===== config.mk =====
export PLATFORM = sky130hd
export DESIGN_NAME = ram_dp_clr
export DESIGN_NICKNAME = d
export VERILOG_FILES = /design/src/rtl/ram_dp_clr.sv
export SDC_FILE = /design/constraint.sdc
export NUM_CORES = 1
export LEC_CHECK = 0
export ABC_CLOCK_PERIOD_IN_PS = 10220
export CORE_UTILIZATION = 40
export CTS_BUF_LIST = sky130_fd_sc_hd__clkbuf_4
export DETAILED_ROUTE_END_ITERATION = 8
export GPL_TIMING_DRIVEN = 0
export PLACE_DENSITY = 0.63
export SKIP_CTS_REPAIR_TIMING = 1
export SYNTH_ARGS = -nofsm -noshare
export SYNTH_HDL_FRONTEND = slang
export SYNTH_SLANG_ARGS = --single-unit

===== constraint.sdc =====
create_clock -name clk -period 10.22 [get_ports clk]
set_input_delay 2.044 -clock clk [delete_from_list [all_inputs] [get_ports clk]]
set_output_delay 2.044 -clock clk [all_outputs]
set_load 0.1 [all_outputs]

===== src/rtl/ram_dp_clr.sv =====
// Simple dual-port RAM (one write port, one registered read port) with a
// self-clearing sweep that zeroes every word after reset or on a clr request.
module ram_dp_clr #(
  parameter int DATA_W  = 4,
  parameter int ADDR_W  = 7,
  parameter int RD_MODE = 0
) (
  input  logic              clk,
  input  logic              rst,
  input  logic              wr_en,
  input  logic [ADDR_W-1:0] wr_addr,
  input  logic [DATA_W-1:0] wr_data,
  input  logic              rd_en,
  input  logic [ADDR_W-1:0] rd_addr,
  output logic [DATA_W-1:0] rd_data,
  output logic              rd_valid,
  input  logic              clr,
  output logic              init_busy,
  output logic              o_dbg_state
);

  localparam int                DEPTH    = 1 << ADDR_W;
  localparam logic [ADDR_W-1:0] LAST_ADR = ADDR_W'(DEPTH - 1);

  typedef enum logic {
    ST_INIT = 1'b0,
    ST_RUN  = 1'b1
  } state_t;

  state_t            r_state;
  state_t            w_state_nxt;
  logic [ADDR_W-1:0] r_sweep_cnt;
  logic [ADDR_W-1:0] w_sweep_nxt;

  logic [DATA_W-1:0] r_mem [DEPTH];
  logic [DATA_W-1:0] r_rd_data;
  logic              r_rd_valid;

  logic              w_run;
  logic              w_wr_fire;
  logic              w_rd_fire;
  logic              w_mem_we;
  logic [ADDR_W-1:0] w_mem_addr;
  logic [DATA_W-1:0] w_mem_data;
  logic [DATA_W-1:0] w_rd_word;

  // Handshake: rd_en is accepted unconditionally in RUN without clr (no ready);
  // rd_valid pulses for exactly one cycle, one clock after the accepted rd_en.
  assign w_run     = (r_state == ST_RUN);
  assign w_wr_fire = w_run && !clr && wr_en;
  assign w_rd_fire = w_run && !clr && rd_en;

  always_ff @(posedge clk or negedge rst) begin
    if (!rst) begin
      r_state     <= ST_INIT;
      r_sweep_cnt <= '0;
    end else begin
      r_state     <= w_state_nxt;
      r_sweep_cnt <= w_sweep_nxt;
    end
  end

  always_comb begin
    w_state_nxt = r_state;
    w_sweep_nxt = r_sweep_cnt;
    case (r_state)
      ST_INIT: begin
        if (r_sweep_cnt == LAST_ADR) begin
          w_state_nxt = ST_RUN;
          w_sweep_nxt = '0;
        end else begin
          w_sweep_nxt = r_sweep_cnt + 1'b1;
        end
      end
      ST_RUN: begin
        if (clr) begin
          w_state_nxt = ST_INIT;
          w_sweep_nxt = '0;
        end
      end
      default: begin
        w_state_nxt = ST_INIT;
        w_sweep_nxt = '0;
      end
    endcase
  end

  // The sweep owns the write port while in INIT; user writes only in RUN.
  assign w_mem_we   = !w_run || w_wr_fire;
  assign w_mem_addr = w_run ? wr_addr : r_sweep_cnt;
  assign w_mem_data = w_run ? wr_data : '0;

  always_ff @(posedge clk) begin
    if (w_mem_we) begin
      r_mem[w_mem_addr] <= w_mem_data;
    end
  end

  assign w_rd_word = ((RD_MODE == 1) && w_wr_fire && (wr_addr == rd_addr))
                   ? wr_data : r_mem[rd_addr];

  always_ff @(posedge clk or negedge rst) begin
    if (!rst) begin
      r_rd_data  <= '0;
      r_rd_valid <= 1'b0;
    end else begin
      r_rd_valid <= w_rd_fire;
      if (w_rd_fire) begin
        r_rd_data <= w_rd_word;
      end
    end
  end

  assign rd_data     = r_rd_data;
  assign rd_valid    = r_rd_valid;
  assign init_busy   = !w_run;
  assign o_dbg_state = r_state;

endmodule


==> impl_metrics.json, run 1 <==
{
  "status": "complete, no violations",
  "start_kind": "primary input",
  "die_area_sq_mm": 0.0545,
  "cts_tree": "yes",
  "drive_gt1_share_pct": 20.8,
  "slew_violations": 0,
  "grt_use_total_pct": 21.7,
  "htree_levels": 4,
  "drc": 0,
  "synth.top_cell.area_share_pct": 71.8,
  "yosys.area.top_type": "edfxtp_1",
  "core_area_sq_mm": 0.0528,
  "grt_max_degree": 83,
  "syn-num-nets": 1274,
  "hold_viol_final": 0,
  "hp-class": "register to register",
  "drtIter0Drc": 1376,
  "grt_pass1_vias": 12700,
  "drt_pass1_iterations": 6,
  "synth_xor_area_share_pct": 0.164,
  "crit_type": "primary input to register",
  "required_ns": 10.84,
  "synth_async_sr_flop_share_pct": 2.48,
  "final_cell_mix": "edfxtp_1 (512), clkbuf_4 (185), nor2_1 (140)",
  "synth-main-ff-cell": "edfxtp_1",
  "synth_mux_area_share_pct": 13.1,
  "clk_latency_ns": 0.81,
  "avgSynthCellArea_sq_um": 17.1,
  "synthCells": 1250,
  "finalCritPeriodShare_pct": 54.6,
  "arrival_ns": 6.20,
  "yosysWarnings": 0,
  "die_h_um": 233,
  "synthDistinctLibCells": 57,
  "detailed_place_hpwl_um": 38200,
  "initial_core_util_pct": 40.6,
  "fin_worst_skew_ns": 0.0438,
  "ios": 30,
  "final_nets": 1439,
  "die_x_um": 233,
  "synth_edf_count": 512,
  "slew_headroom_pct": 14.0,
  "antenna_found_initial": 1,
  "wl_um": 57700,
  "timing.hold.ws_ns": 0.547,
  "fmaxAchievable_mhz": 179,
  "setup-violations-final": 0,
  "cts_sinks": 525,
  "synth_top_family_by_area": "multiplexers",
  "layout.cells.most_common": "edfxtp_1",
  "numPortBuffers": 25,
  "clockBufferDepth": 3,
  "p_per_area_mw_per_mm2": 200,
  "ys_seq_area_share_pct": 73.3,
  "postRouteAntennaNets": 0,
  "maxCapViolCount": 0,
  "setup-tns-final_ns": 0,
  "cp_max_fo": 10,
  "synth_fa_ha_area_share_pct": 0.0584,
  "overflow": 0,
  "mappedNetlistArea_sq_mm": 0.0214,
  "wire_per_inst_um": 26.4,
  "num_rows": 84,
  "clockRootBuffer": "clkbuf_4",
  "p_leak_nw": 8.21,
  "postSynthRegisterBits": 525,
  "grt_first_pass_wirelength_um": 83900,
  "area_growth_pct": 13.3,
  "gp_congestion": 0.917,
  "rsz0062_at_grt": "no",
  "synth_area_leaders": "edfxtp_1 (72%), mux2i_1 (5.4%), mux4_2 (5.2%)",
  "fin_crit_ns": 5.58,
  "tightest_slew_ns": 1.29,
  "numCtsBuffers": 134,
  "clkTransAtPathRegs_ns": 0.07,
  "avgViaCountPerCell": 5.75,
  "dr_total_vias": 12600,
  "vdd_drop_max_mv": 0.115,
  "synth_compound_area_share_pct": 5.64,
  "endpoint_kind": "register",
  "synth_simple_gate_area_share_pct": 5.57
}
-- report_power, final --
| group | total, mW | internal (mW) | leakage, nW | switching [mW] |
|---|---|---|---|---|
| logic | 0.649 | 0.161 | 2.25 | 0.487 |
| registers | 2.47 | 2.44 | 4.98 | 0.0298 |
| clock network | 1.73 | 0.930 | 0.977 | 0.801 |
-- area by class of cell --
| type | count | area, sq um |
|---|---|---|
| multi-input combinational | 648 | 5270 |
| inverter | 8 | 30.0 |
| clock inverter | 33 | 231 |
| antenna | 1 | 2.50 |
| sequential | 525 | 15700 |
| tap | 688 | 861 |
| clock buffer | 185 | 1390 |
| timing repair buffer | 29 | 360 |
| fill | 4623 | 28500 |
| buffer | 69 | 434 |
-- sequential cells by signal (all words and copies together), names as in the netlist --
| register | flops |
|---|---|
| o_dbg_state | 1 |
| r_mem | 512 |
| r_sweep_cnt | 7 |
| rd_data | 4 |
| rd_valid | 1 |
-- routing by layer --
metal | global-route usage, % | vias to the layer above | routed length, um
met5 | 0 | - | 0
met1 | 28.9 | 6386 | 23200
met2 | 35.1 | 675 | 27900
li1 | - | 5388 | -
met3 | 4.22 | 111 | 4790
met4 | 8.38 | 0 | 1850
-- kinds of logic after synthesis --
family                   count (synthesis)
buffers and inverters                   77
adder cells (fa/ha/maj)                  1
flip-flops                             525
XOR/XNOR                                 4
AO/OA/AOI/OAI                          166
AND/OR/NAND/NOR                        274
multiplexers                           203
-- final timing paths --
kind / start / end / slack [ns] / cells past startpoint
max in group asynchronous: rst / o_dbg_state / 8.13 / 1
worst min-delay path: rd_data[1] / rd_data[1] / 0.55 / 2
min in group asynchronous: rst / rd_data[1] / 1.64 / 1
worst max register to register: o_dbg_state / r_mem[23][2] / 6.74 / 7
worst min register to register: rd_data[1] / rd_data[1] / 0.55 / 2
worst max-delay path: rd_addr[3] / rd_data[3] / 4.64 / 9
-- synthesized netlist by cell type (8+ instances only) --
| cell type | number |
|---|---|
| clkbuf_1 | 32 |
| nor2_1 | 140 |
| o22ai_1 | 24 |
| a211oi_1 | 8 |
| buf_2 | 12 |
| mux4_2 | 49 |
| o221ai_1 | 12 |
| edfxtp_1 | 512 |
| mux2i_1 | 116 |
| buf_6 | 10 |
| nor2b_1 | 16 |
| a21oi_1 | 27 |
| a221oi_1 | 8 |
| mux2_2 | 19 |
| mux2_1 | 10 |
| nand2_1 | 63 |
| a22oi_1 | 34 |
| dfrtp_1 | 13 |
| nand3_1 | 18 |
-- stage by stage --
stage | util, % | power [mW] | cells | worst slack [ns] | instance area, sq um
after floorplan | - | 2.87 | 1250 | 5.93 | 21400
after CTS | 46.0 | 4.86 | 2185 | 4.72 | 24300
after global placement | 42.7 | 3.13 | 1963 | 3.43 | 22500
after global routing | 46.0 | 5.02 | 2186 | 4.80 | 24300
after detailed placement | 42.9 | 3.15 | 1967 | 3.87 | 22700
final | 46.0 | 4.85 | 2186 | 4.64 | 24300
-- worst max-delay path: stages --
cell and delay, ns:
clkdlybuf4s50_1 0.70, buf_2 0.36, clkbuf_1 0.45, clkbuf_1 0.78, o221ai_1 0.39, nand2_1 0.15
a21oi_1 0.08, a2111oi_0 1.01, o31ai_1 0.22
Power figures use the tool's default switching activity.
==> inputs of run 2 (changes only) <==
--- a/config.mk
+++ b/config.mk
@@ -5,7 +5,7 @@
 export SDC_FILE = /design/constraint.sdc
 export NUM_CORES = 1
 export LEC_CHECK = 0
-export ABC_CLOCK_PERIOD_IN_PS = 10220
+export ABC_CLOCK_PERIOD_IN_PS = 5500
 export CORE_UTILIZATION = 40
 export CTS_BUF_LIST = sky130_fd_sc_hd__clkbuf_4
 export DETAILED_ROUTE_END_ITERATION = 8
==> constraint.sdc (replaced) <==
create_clock -name clk -period 5.5 [get_ports clk]
set_input_delay 1.1 -clock clk [delete_from_list [all_inputs] [get_ports clk]]
set_output_delay 1.1 -clock clk [all_outputs]
set_load 0.1 [all_outputs]
==> results of run 2 <==
Same layout as run 1 (identical final DEF). Status: complete, no violations.
Main changes from that run: setup slack after placement 3.87 ns -> 0.0912 ns; setup slack after layout 4.64 ns -> 0.862 ns; register-to-register setup slack 6.74 ns -> 2.02 ns; total power 4.85 mW -> 9.00 mW; worst IR drop on VDD 0.115 mV -> 0.213 mV
==> inputs of run 3 (changes only) <==
--- a/config.mk
+++ b/config.mk
@@ -5,7 +5,7 @@
 export SDC_FILE = /design/constraint.sdc
 export NUM_CORES = 1
 export LEC_CHECK = 0
-export ABC_CLOCK_PERIOD_IN_PS = 5500
+export ABC_CLOCK_PERIOD_IN_PS = 4300
 export CORE_UTILIZATION = 40
 export CTS_BUF_LIST = sky130_fd_sc_hd__clkbuf_4
 export DETAILED_ROUTE_END_ITERATION = 8
==> constraint.sdc (replaced) <==
create_clock -name clk -period 4.3 [get_ports clk]
set_input_delay 0.86 -clock clk [delete_from_list [all_inputs] [get_ports clk]]
set_output_delay 0.86 -clock clk [all_outputs]
set_load 0.1 [all_outputs]
==> results of run 3 <==
Same layout as run 1 (identical final DEF). Status: complete, but fails checks: negative setup slack.
Main changes from that run: setup slack after placement 3.87 ns -> -0.869 ns; setup slack after layout 4.64 ns -> -0.0976 ns; setup TNS 0 ns -> -0.150 ns; hold slack 0.547 ns -> 0.455 ns; number of setup violations in the final report 0 -> 2; register-to-register setup slack 6.74 ns -> 0.82 ns; total power 4.85 mW -> 11.5 mW; worst IR drop on VDD 0.115 mV -> 0.273 mV
